`config.mk`:
```
export PLATFORM = sky130hd
export DESIGN_NAME = i2c_tx_fifo
export DESIGN_NICKNAME = d
export VERILOG_FILES = /design/src/rtl/i2c_tx_fifo.sv
export SDC_FILE = /design/constraint.sdc
export NUM_CORES = 1
export LEC_CHECK = 0
export BUFFER_PORTS_ARGS = -buffer_cell sky130_fd_sc_hd__buf_2
export CAP_MARGIN = 20
export CORE_MARGIN = 5
export CORE_UTILIZATION = 40
export CTS_BUF_LIST = sky130_fd_sc_hd__clkbuf_8
export DETAILED_ROUTE_END_ITERATION = 8
export PLACE_DENSITY = 0.6
export SYNTH_ARGS = -nofsm -noshare
export SYNTH_HDL_FRONTEND = slang
export SYNTH_SLANG_ARGS = --single-unit
```
`constraint.sdc`:
```
create_clock -name PCLK -period 13.8 [get_ports PCLK]
set_input_delay 2.76 -clock PCLK [delete_from_list [all_inputs] [get_ports PCLK]]
set_output_delay 2.76 -clock PCLK [all_outputs]
set_load 0.1 [all_outputs]
```
`src/rtl/i2c_tx_fifo.sv`:
```
// Transmit FIFO between the APB bridge and the I2C core; 2**AWIDTH words, registered read.
// Sticky OVERFLOW/UNDERFLOW flags are built only when I2C_TX_FIFO_ERR_FLAGS_EN is defined.
module i2c_tx_fifo #(
   parameter int DWIDTH = 32,
   parameter int AWIDTH = 3
) (
   input  logic              PCLK,
   input  logic              PRESETn,
   input  logic              WR_ENA,
   input  logic [DWIDTH-1:0] WRITE_DATA_ON_TX,
   input  logic              RD_ENA,
   output logic [DWIDTH-1:0] RD_DATA,
   output logic              TX_EMPTY,
   output logic              TX_FULL,
   output logic [AWIDTH:0]   COUNT,
   input  logic              CLR_ERR,
   output logic              OVERFLOW,
   output logic              UNDERFLOW,
   output logic              ERROR
);

   localparam int unsigned DEPTH = 2 ** AWIDTH;
   localparam logic [AWIDTH:0] FULL_COUNT = {1'b1, {AWIDTH{1'b0}}};

   logic [DWIDTH-1:0] mem [DEPTH];
   logic [AWIDTH-1:0] wr_ptr;
   logic [AWIDTH-1:0] rd_ptr;
   logic [AWIDTH:0]   count;
   logic              pop_ok;
   logic              wr_ok;

   assign TX_EMPTY = (count == '0);
   assign TX_FULL  = (count == FULL_COUNT);
   assign COUNT    = count;

   // A write into a full FIFO is still accepted when a pop frees the slot in the same cycle.
   assign pop_ok = RD_ENA && !TX_EMPTY;
   assign wr_ok  = WR_ENA && (!TX_FULL || pop_ok);

   always_ff @(posedge PCLK) begin
      if (wr_ok) begin
         mem[wr_ptr] <= WRITE_DATA_ON_TX;
      end
   end

   always_ff @(posedge PCLK) begin
      if (!PRESETn) begin
         wr_ptr  <= '0;
         rd_ptr  <= '0;
         count   <= '0;
         RD_DATA <= '0;
      end else begin
         if (wr_ok) begin
            wr_ptr <= wr_ptr + 1'b1;
         end
         if (pop_ok) begin
            RD_DATA <= mem[rd_ptr];
            rd_ptr  <= rd_ptr + 1'b1;
         end
         case ({wr_ok, pop_ok})
            2'b10:   count <= count + 1'b1;
            2'b01:   count <= count - 1'b1;
            default: count <= count;
         endcase
      end
   end

`ifdef I2C_TX_FIFO_ERR_FLAGS_EN
   logic ovf_event;
   logic udf_event;

   assign ovf_event = WR_ENA && !wr_ok;
   assign udf_event = RD_ENA && TX_EMPTY;

   // A new error event in the same cycle as CLR_ERR wins over the clear.
   always_ff @(posedge PCLK) begin
      if (!PRESETn) begin
         OVERFLOW  <= 1'b0;
         UNDERFLOW <= 1'b0;
      end else begin
         if (ovf_event) begin
            OVERFLOW <= 1'b1;
         end else if (CLR_ERR) begin
            OVERFLOW <= 1'b0;
         end
         if (udf_event) begin
            UNDERFLOW <= 1'b1;
         end else if (CLR_ERR) begin
            UNDERFLOW <= 1'b0;
         end
      end
   end

   assign ERROR = OVERFLOW | UNDERFLOW;
`else
   logic clr_err_unused;

   assign clr_err_unused = CLR_ERR;
   assign OVERFLOW       = 1'b0;
   assign UNDERFLOW      = 1'b0;
   assign ERROR          = 1'b0;
`endif

endmodule

```
==> metrics list <==
- The flow ran to the end, and the final reports show no timing, DRC or antenna violations.
- Buffers placed on the I/O ports in this run total 73.
- Hold Vio Cnt, Final: 0
- Overall fraction of global-route tracks in use: 0.150
* DRC: 0
- Summed over all cells, the static leakage comes to 4.33 nW.
* Crit end category: output pin
* Number of buffers inserted during clock tree synthesis: 47
* Worst r2r src: COUNT[3]
- The filler cells instantiated in the layout total 2317.
- Count of TritonRoute iterations in the first routing pass: 4
- Top cells by area in the synthesized netlist: sky130_fd_sc_hd__edfxtp_1 69%, sky130_fd_sc_hd__mux4_2 13%, sky130_fd_sc_hd__dfxtp_1 7.5%, sky130_fd_sc_hd__o22ai_1 1.8%, sky130_fd_sc_hd__nor2_1 1.5%
- Synthesis handed over a netlist of 567 instances.
- Maximum Capacitance Violations: 0
- Global placement routability congestion: 0.689
- Placed insts: 1000
* Finished Layout Cells: 1088
- The core region is 0.0277 mm².
- The multi-input combinational cells in the finished layout cover a total of 0.00247 mm².
* Max IR drop VDD: 0.0907 mV
- Of the cells placed in the final design, the portion with a size suffix greater than 1 is 0.325.
* CTS tree: built
- The most used flip-flop cell after synthesis is sky130_fd_sc_hd__edfxtp_1.
* Post-CTS setup repair buffer count: 0
* Inserted Diodes: 0
- CTS root buffer: sky130_fd_sc_hd__clkbuf_8
- In this run, synthesis inferred 256 flip-flops with an integrated enable.
- The routed design has 23100 µm of wire.
- In the final routed layout, each cell accounts on average for 21.3 µm.
* Async SR Flop Fraction: 0
- Crit-path max FO: 8
- During synthesis, Yosys emitted a total of 0 warnings.
- Sorting the synthesized cells by how often they occur yields 256 x sky130_fd_sc_hd__edfxtp_1, 64 x sky130_fd_sc_hd__mux4_2, 45 x sky130_fd_sc_hd__nor2_1, 42 x sky130_fd_sc_hd__dfxtp_1, 33 x sky130_fd_sc_hd__o22ai_1.
- The detail route stage leaves a number of antenna-violating nets equal to 0.
- Total power per unit cell area: 206 mW/mm²
- Clock input transition at the sequential cells of the worst setup and hold paths: 60 ps
* Vias: 5579
* Hold Path Class: flip-flop to flip-flop
- Mean number of vias per cell: 5.13
* I/O Pins: 78
- The die covers 0.0314 mm².
- Setup repair after global routing left no endpoint under its margin.
- The worst hold path begins at RD_DATA[9].
- For the final database, setup skew stands at 14.0 ps.
* Area delta synth->final: 15.0%
* Total global routing overflow: 0
- The number of global-route vias before repair was 5940.
* Maximum achievable frequency: 0.209 GHz
* Crit Path Class: flip-flop to output pin
- FF+latch count, synth: 298
- After clock tree synthesis, the repair step resized 0 gates.
- Dividing the final minimum period by the clock period gives 0.348.
- For this run, the post-layout net count is 713.
- Synthesized area per cell: 19.7 µm²
- Of all cell types, the one taking the most synthesized area is sky130_fd_sc_hd__edfxtp_1.
* Launching instance or port of the critical path: COUNT[0]
* Cell with the most instances after synthesis: sky130_fd_sc_hd__edfxtp_1
* Number of levels the H-tree was split into: 2
- After layout, the minimum clock period comes to 4800 ps.
* Height of the chip: 177 µm
- Tightest slew margin relative to the limit: 0.348
- Buffers from clock root to sink, at most: 3
- Initial antenna violation count: 2
- The initialized floorplan defines 61 standard-cell rows.
- After synthesis the cells add up to 0.0112 mm².
- Maximum number of pins on one net before global-route repair: 39
- The number of pins exceeding their max-slew limit in the final report came to 0.
- STA puts the critical path data required time at 11040 ps.
- The worst setup path is launched from a flip-flop.
* Sequential-to-total area share from yosys stat: 0.762
- Number of setup violations in the final report: 0
* Summed negative setup slack over all endpoints: 0 ps
- The first global-routing pass estimated 35400 µm of wire.
* Combined flip-flop and latch cell area: 0.00853 mm²
* Clock Sink Count: 298
- Later-pin clock latency in the skew report: 550 ps
- Die boundary width: 177 µm
- Number of hold buffers added after cts: 0
- For this configuration, the core starts out at a cell density of 0.404.
- Least-Margin Pin Slew: 978 ps
- Post-detailed-placement half-perimeter wirelength: 12600 µm
* Arrival time at the worst endpoint: 2040 ps
* Portion of synthesized cell area occupied by the leading cell type: 0.687
* Number of distinct library cells after synthesis: 42
* Starting DRC count in detailed routing: 436
metrics by stage:
stage / hold WS (ps) / power (mW) / setup slack, ps / utilization / cell area, µm²
after floorplan: 555 / 1.84 / 7160 / - / 11200
after global placement: 490 / 1.97 / 8640 / 0.432 / 12000
after detailed placement: 492 / 1.99 / 8520 / 0.432 / 12000
after CTS: 509 / 2.69 / 8960 / 0.465 / 12900
after global routing: 538 / 2.77 / 8890 / 0.465 / 12900
final: 500 / 2.65 / 9000 / 0.465 / 12900
worst paths after layout:
path | endpoint | slack [ps] | cells after the start
worst max register to register | COUNT[3] | 10920 | 8
worst max-delay path | TX_EMPTY | 9000 | 3
worst min-delay path | RD_DATA[9] | 500 | 2
worst min register to register | RD_DATA[9] | 500 | 2
report_power, final:
| part | total, mW | switching (mW) | internal (mW) | leakage (nW) |
|---|---|---|---|---|
| Sequential | 1.14 | 0.0751 | 1.06 | 2.67 |
| Combinational | 0.815 | 0.593 | 0.222 | 1.15 |
| Clock | 0.695 | 0.329 | 0.366 | 0.508 |
layout by cell type (no fill, tap or decap), types with 4 or more instances in the layout:
cell type	instances
sky130_fd_sc_hd__xnor2_1	4
sky130_fd_sc_hd__nand2_1	7
sky130_fd_sc_hd__dfxtp_1	40
sky130_fd_sc_hd__clkinv_2	7
sky130_fd_sc_hd__nor3_2	4
sky130_fd_sc_hd__nand2b_1	5
sky130_fd_sc_hd__o22ai_1	33
sky130_fd_sc_hd__o21ai_0	31
sky130_fd_sc_hd__buf_4	15
sky130_fd_sc_hd__ha_1	4
sky130_fd_sc_hd__edfxtp_1	256
sky130_fd_sc_hd__inv_1	18
sky130_fd_sc_hd__buf_2	73
sky130_fd_sc_hd__nor2_1	42
sky130_fd_sc_hd__mux4_2	64
sky130_fd_sc_hd__clkinv_1	12
sky130_fd_sc_hd__clkbuf_8	52
state kept, by name (all words and copies together), names as in the netlist:
register / cells
mem: 256
COUNT: 4
wr_ptr: 3
RD_DATA: 32
rd_ptr: 3
logic make-up (layout without fill, tap and decap cells):
group | count (synthesis) | count (layout) | synth area share
other | 1 | 3 | 0.000335
buffers and inverters | 40 | 181 | 0.0221
adders and majority gates | 5 | 5 | 0.00626
muxes | 66 | 66 | 0.131
DFF | 298 | 298 | 0.762
xor gates and xnor gates | 7 | 7 | 0.00548
AOI/OAI and AO/OA | 79 | 79 | 0.0436
and+or+nand+nor | 71 | 71 | 0.0296
layer usage:
layer	global-route usage	wire, µm
met5	0	25
met4	0.0403	415
met3	0.0327	1270
met2	0.258	11700
met1	0.193	9750
critical path, cell delays in order, from the launching register on:
cell and delay (ps):
sky130_fd_sc_hd__dfxtp_1 390, sky130_fd_sc_hd__or3_1 540, sky130_fd_sc_hd__nor2_1 120, sky130_fd_sc_hd__buf_2 430
area by class of cell:
cell class	count	share of cell area
Sequential cell	298	0.663
Inverter	5	0.00146
Clock buffer	52	0.0556
Multi-Input combinational cell	231	0.192
Tap cell	378	0.0367
Timing Repair Buffer	88	0.0371
Clock inverter	36	0.0141
Power figures use the tool's default switching activity.
